<file path="src/rtl/ars_pkg.sv">
// Shared field-word definitions for the sect233 point-arithmetic datapath.
// FIELD_M is the polynomial-basis degree used by routing, select and arithmetic units.
package ars_pkg;
   localparam int FIELD_M = 233;
   typedef logic [FIELD_M-1:0] field_word_t;
endpackage

</file>
<file path="src/rtl/ars_slot.sv">
// Single-entry holding register with valid/ready hand-off, write-enable and flush.
// A write in the same cycle as a consume replaces the word, so the slot sustains one word per cycle.
module ars_slot
   import ars_pkg::*;
#(
   parameter int W = FIELD_M
) (
   input  logic         clk,
   input  logic         rst,
   input  logic         clr,
   input  logic         wr_en,
   input  logic [W-1:0] din,
   input  logic         rdy,
   output logic [W-1:0] dout,
   output logic         vld
);

   logic [W-1:0] data_p1;
   logic         vld_p1;

   // Stage p1: slot register; clr drops valid only, data is kept
   always_ff @(posedge clk) begin
      if (rst) begin
         data_p1 <= '0;
         vld_p1  <= 1'b0;
      end else if (clr) begin
         vld_p1  <= 1'b0;
      end else if (wr_en) begin
         data_p1 <= din;
         vld_p1  <= 1'b1;
      end else if (vld_p1 && rdy) begin
         vld_p1  <= 1'b0;
      end
   end

   assign dout = data_p1;
   assign vld  = vld_p1;

endmodule

</file>
<file path="src/rtl/ars_route.sv">
// Registered 1-to-2 demux steering result-bus field words into operand slots A and B.
// Holds the per-destination ready mux, the accepted-word counter and the pair-valid flag.
module ars_route
   import ars_pkg::*;
#(
   parameter int W  = FIELD_M,
   parameter int CW = 8
) (
   input  logic          CLK,
   input  logic          RST,
   input  logic          CLEAR,
   input  logic          IN_VALID,
   output logic          IN_READY,
   input  logic          SEL,
   input  logic [W-1:0]  DIN,
   output logic [W-1:0]  A_OUT,
   output logic          A_VALID,
   input  logic          A_READY,
   output logic [W-1:0]  B_OUT,
   output logic          B_VALID,
   input  logic          B_READY,
   output logic          PAIR_VALID,
   output logic [CW-1:0] ACC_CNT
);

   logic          acc;
   logic          a_vld;
   logic          b_vld;
   logic [CW-1:0] cnt_p1;

   // Ready follows only the addressed slot, so a stalled A never blocks a B write
   assign IN_READY = !RST && !CLEAR && (SEL ? (!a_vld || A_READY) : (!b_vld || B_READY));
   assign acc      = IN_VALID && IN_READY;

   ars_slot #(.W(W)) u_slot_a (
      .clk   (CLK),
      .rst   (RST),
      .clr   (CLEAR),
      .wr_en (acc && SEL),
      .din   (DIN),
      .rdy   (A_READY),
      .dout  (A_OUT),
      .vld   (a_vld)
   );

   ars_slot #(.W(W)) u_slot_b (
      .clk   (CLK),
      .rst   (RST),
      .clr   (CLEAR),
      .wr_en (acc && !SEL),
      .din   (DIN),
      .rdy   (B_READY),
      .dout  (B_OUT),
      .vld   (b_vld)
   );

   // Stage p1: accepted-word counter, wraps silently
   always_ff @(posedge CLK) begin
      if (RST) begin
         cnt_p1 <= '0;
      end else if (acc) begin
         cnt_p1 <= cnt_p1 + {{(CW-1){1'b0}}, 1'b1};
      end
   end

   assign ACC_CNT    = cnt_p1;
   assign A_VALID    = a_vld;
   assign B_VALID    = b_vld;
   assign PAIR_VALID = a_vld && b_vld;

endmodule

</file>
<file path="config.mk">
export PLATFORM = sky130hd
export DESIGN_NAME = ars_route
export DESIGN_NICKNAME = d
export VERILOG_FILES = /design/src/rtl/ars_pkg.sv /design/src/rtl/ars_slot.sv /design/src/rtl/ars_route.sv
export SDC_FILE = /design/constraint.sdc
export NUM_CORES = 1
export LEC_CHECK = 0
export ABC_AREA = 1
export CORE_AREA = 3 3 278 280
export CTS_CLUSTER_DIAMETER = 100
export DETAILED_ROUTE_END_ITERATION = 10
export DIE_AREA = 0 0 281 283
export HOLD_SLACK_MARGIN = 0.15
export MAX_ROUTING_LAYER = met4
export PLACE_DENSITY_LB_ADDON = 0.05
export SYNTH_ARGS = -nofsm -noshare
export SYNTH_HDL_FRONTEND = slang
export SYNTH_SLANG_ARGS = --single-unit
</file>
<file path="constraint.sdc">
create_clock -name CLK -period 1.8 [get_ports CLK]
set_input_delay 0.36 -clock CLK [delete_from_list [all_inputs] [get_ports CLK]]
set_output_delay 0.36 -clock CLK [all_outputs]
set_load 0.005 [all_outputs]
</file>
Yosys cells after proc, flatten, opt, wreduce, memory -nomap -nowiden
Cells that the tools add are included. W data, S select, Z words.

Input port bits: 240. Word-level logic and storage cells: 32. Bits in registers: 476. Output and inout bits: 478.

Bitwise logic cells: 1. Add/sub/neg operators: 1. Multiplexer cells: 5. Reduce and logical (&&, ||, !) cells: 20.

Operators with widths (number): $add A8 B1 Y8 const B (1); $logic_and A1 B1 Y1 (8); $logic_not A1 Y1 (5); $mux W1 (5); $reduce_and A2 Y1 (2); $reduce_bool A2 Y1 (2); $logic_or A1 B1 Y1 (2); $reduce_or A2 Y1 (1); $not A1 Y1 (1).

Longest topological paths before layout
Gate-level depths: netlist of run 1.

Word-level depth: 7. Depth in mapped cells: 9. Mapped depth without buffers: 8.

Hierarchy
Synthesis of run 1 repeated with hierarchy kept, for this count alone.

Cells, all modules: 3102. Area total of the unflattened synthesis: 20191.9 um^2.

Modules (own cells, without submodules): ars_slot (area an instance 9835.7 um^2, sequential area each 4684.5 um^2, times used 2, cells each 1508); ars_route (area an instance 520.5 um^2, sequential area each 160.2 um^2, times used 1, cells each 86).

Worst setup path after synthesis of run 1
Ideal clock, no wire load.

Path kind: input to register. Start point: in RST. End point: reg u_slot_a.data_p1[100], in the netlist u_slot_a.dout[100]. Stages: 7. Buffers on the path: 3. Path slack: 122 ps. Setup time: 128 ps. Required time: 1672 ps. Arrival: 1550 ps. Cells stage by stage: clkbuf_1 nor2_1 nand4_1 clkbuf_1 clkbuf_1 a21oi_1 nor2_1.

Cells in the longest elaborated chain, start to end: 6.

RTL lines: start, declared (RTL line ars_route.sv:10) `input logic RST,`; $logic_not A1 Y1 (RTL line ars_route.sv:32) `assign IN_READY = !RST && !CLEAR && (SEL ? (!a_vld || A_READY) : (!b_vld || B_READY));`; $logic_and A1 B1 Y1 (2 in a row) (RTL line ars_route.sv:32); $logic_and A1 B1 Y1 (RTL line ars_route.sv:33) `assign acc = IN_VALID && IN_READY;`; $logic_and A1 B1 Y1 (RTL line ars_route.sv:39) `.wr_en (acc && SEL),`; $reduce_and A2 Y1 (no source line); end signal, assigned (RTL line ars_slot.sv:29) `data_p1 <= din;`; end, declared (RTL line ars_slot.sv:18) `logic [W-1:0] data_p1;`.

Parallel ways exist; a longest one is shown, timed or not. A chain may end at the register's enable or synchronous reset.

Worst setup path after layout of run 1
Start point: reg u_slot_a.vld_p1, in the netlist u_slot_a.vld. End point: out IN_READY.

Cells in the longest elaborated chain, start to end: 4.

RTL lines: start, declared (RTL line ars_slot.sv:19) `logic vld_p1;`; start signal, assigned (RTL line ars_slot.sv:25) `vld_p1 <= 1'b0;`; start signal, assigned (RTL line ars_slot.sv:27) `vld_p1 <= 1'b0;`; start signal, assigned (RTL line ars_slot.sv:30) `vld_p1 <= 1'b1;`; $logic_not A1 Y1 (RTL line ars_route.sv:32); $logic_or A1 B1 Y1 (RTL line ars_route.sv:32); $mux W1 (RTL line ars_route.sv:32); $logic_and A1 B1 Y1 (RTL line ars_route.sv:32); end, declared (RTL line ars_route.sv:13) `output logic IN_READY,`.

Every way passes these cells.

==> flow_summary.ini, run 1 <==
[logic_synthesis]
synthMuxAreaShare_pct = 0
synth_area_leaders = dfxtp_1, nor2_1, a21oi_1
yosysUniqueCellTypes = 18
synth_top_area_share_pct = 52.28
synth_nets = 2835
yosys_register_bits = 476
yosysSeqAreaShare_pct = 52.28
synth_simple_gate_area_share_pct = 31.66
synth_warnings = 0
syn_avg_cell_area_um2 = 7.027
synthCells = 2594
synth_compound_area_share_pct = 6.645
synth_top_family_by_area = simple AND/OR/NAND/NOR gates
post_synth_fa_ha_maj_area_fraction_pct = 0.06864
synth.largest_area_cell = dfxtp_1
synthXorXnorAreaFrac_pct = 0.04805
synth_area_mm2 = 0.01823

[cts]
cts_buffers = 57
cts_tree = built
cts_hold_buf = 0
cts.sink_count = 476
cts-htree-levels = 2
cts_buffer_depth = 3
clk_pin_slew_ns = 0.05
root_buffer = clkbuf_16
clk_latency_ns = 0.61

[global_route]
grt_most_used_layer = met2
grtUsageMet2_pct = 34.56
grt_pass1_vias = 18180
grt_overflow = 0
grt_use_met1_pct = 22.34
antenna_found_initial = 12
track_usage_pct = 19.96
grtUsageMet3_pct = 6.447
grt_pass1_wl_um = 117900
grt_max_degree = 141

[detailed_routing]
antenna_left = 0
firstDrtPassIters = 4
drt_iter0_drc = 875
wl_per_cell_um = 18.87
vias = 18580
routed_via_density = 4.302
drt-total-wl_um = 81520
drc = 0

[sta]
worst_slack_ns = 0.07353
worstMarginPinSlew_ns = 0.7372
rsz0062_at_grt = true
hold_viol = 0
setup_viol = 0
layout_min_cycle_time_ns = 1.726
fmaxAchievable_mhz = 579.2
worst_clock_skew_ns = 0.02378
slew_viol_final = 0
hold_ws_ns = 0.2532
fin_crit_sh_pct = 95.91
relSlewSlack_pct = 50.86

[worst_setup_path]
cp_num_buf_inv = 3
path_class = reg2out
worst_setup_path_start_kind = register
path_max_fanout = 2
critPathCaptureType = output pin
crit_required_ns = 1.44
max_stage_delay_ns = 0.32
path_cells = buf_6, nand3_4, nand3_4, inv_2, buf_6
cp_top_family = flip-flops
crit_slowest_cell = dfxtp_2
cp.arrival_ns = 1.37

[floorplan]
io_pins = 718
die_x_um = 281
num_rows = 100
die_area_mm2 = 0.07952
chipHeight_um = 283
initial_utilization_pct = 24.40
core-area_mm2 = 0.07470

[final_layout]
layout_common_cells = nor2_1, dlygate4sd2_1, dfxtp_1
drive_above_1_share_pct = 6.920
n_fill_cell = 7999
final_nets = 3543
final_common_cell = nor2_1
syn2layout_area_growth_pct = 58.01

[power_and_ir_drop]
irDropWorstVdd_mv = 0.7530
fin_total_pwr_mw = 24.79
p_leak_nw = 14.55
power.density_mw_per_mm2 = 860.8

[placement]
globalplace.congestion = 0.8321
place_hpwl_um = 59650
pre_cts_ws_ns = -0.6501
portBuffers = 717

[flow_run]
maxCapViolations = 0

[hold_path]
hold_path.class = in2reg

[run_status]
status = finished, final reports clean
## final timing paths
| check | end | slack [ns] | start | depth (start not counted) |
|---|---|---|---|---|
| hold reg to reg | u_slot_b.dout[34]$_SDFFE_PP0P_ | 0.46 | u_slot_b.dout[34]$_SDFFE_PP0P_ | 2 |
| setup / recovery | IN_READY | 0.07 | u_slot_a.vld$_SDFFE_PP0P_ | 5 |
| setup reg to reg | u_slot_b.dout[50]$_SDFFE_PP0P_ | 0.10 | u_slot_a.vld$_SDFFE_PP0P_ | 11 |
| hold / removal | u_slot_a.vld$_SDFFE_PP0P_ | 0.25 | RST | 5 |
## Yosys cell counts
cell      count
nor2_4        2
a21oi_1     240
o21ai_0       2
inv_1       244
dfxtp_1     476
inv_2         1
buf_2        59
ha_1          1
xor2_1        1
nor2_1      945
nand3_1     238
clkbuf_1     88
buf_4         7
nand4_1       1
nand3b_1      2
nand4_2       1
buf_1        26
nand2_1     260
## routing by layer
metal / wire length (µm) / up-vias
met5: 0 / -
met4: 1568 / 0
met3: 6963 / 92
met2: 40530 / 524
met1: 32460 / 8571
li1: - / 9396
## power by group
| group | internal [mW] | switching (mW) | leakage (nW) |
|---|---|---|---|
| Clock | 6.62 | 4.53 | 0.859 |
| Combinational | 1.27 | 1.39 | 9.82 |
| Sequential | 10.8 | 0.155 | 3.87 |
## cells by family (layout without fill, tap and decap cells)
logic type | count (synthesis) | after routing
simple gates | 1449 | 1449
flops | 476 | 476
buf+inv | 425 | 1169
compound gates | 242 | 242
fa+ha+maj | 1 | 1
xor+xnor | 1 | 1
other cells | 0 | 13
## area by class of cell
cell class | count | area (µm²) | area share, %
repair buffers | 829 | 8227 | 28.56
multi-input cells | 1693 | 7063 | 24.52
flip-flops and latches | 476 | 9572 | 33.23
diodes | 13 | 32.53 | 0.1130
well taps | 969 | 1212 | 4.210
inverters | 245 | 934.6 | 3.245
clock buffers | 87 | 1642 | 5.700
clock inverters | 8 | 118.9 | 0.4127
## sequential cells by signal, summed over array words and instances, names as in the netlist
signal and flops:
ACC_CNT 8, u_slot_a.dout 233, u_slot_a.vld 1, u_slot_b.dout 233, u_slot_b.vld 1
## repair_timing
action,in CTS,in global routing
gates resized for setup,521,22
gates cloned,1,10
pin swaps,2,7
endpoints found under the setup margin,491,238
setup buffers,5,4
## worst reg2reg max path, stage by stage, from the launching register on
cell	delay [ns]
dfxtp_2	0.32
buf_6	0.12
nand3_4	0.08
nand3_4	0.10
buf_6	0.14
nor2_4	0.11
buf_6	0.14
clkbuf_16	0.21
clkbuf_16	0.20
nand3_2	0.06
nand2_1	0.10
nor2_1	0.04
## stage by stage
step | std cells | utilization [%] | setup TNS (ns) | area (µm²)
after detailed placement | 4193 | 36.31 | -235.43 | 27120
after global routing | 4319 | 38.55 | -0.008887 | 28800
final | 4320 | 38.56 | 0 | 28800
after floorplan | 2594 | - | 0 | 18230
after global placement | 4193 | 36.31 | -230.72 | 27120
after CTS | 4294 | 38.06 | -5.346 | 28430
(Power assumes the default switching activity.)
==> run 2, diff against run 1 <==
--- a/config.mk
+++ b/config.mk
@@ -10,7 +10,6 @@
 export CTS_CLUSTER_DIAMETER = 100
 export DETAILED_ROUTE_END_ITERATION = 10
 export DIE_AREA = 0 0 281 283
-export HOLD_SLACK_MARGIN = 0.15
 export MAX_ROUTING_LAYER = met4
 export PLACE_DENSITY_LB_ADDON = 0.05
 export SYNTH_ARGS = -nofsm -noshare
==> results of run 2 <==
Same layout as run 1: the final DEF is identical, and so are final timing and power.
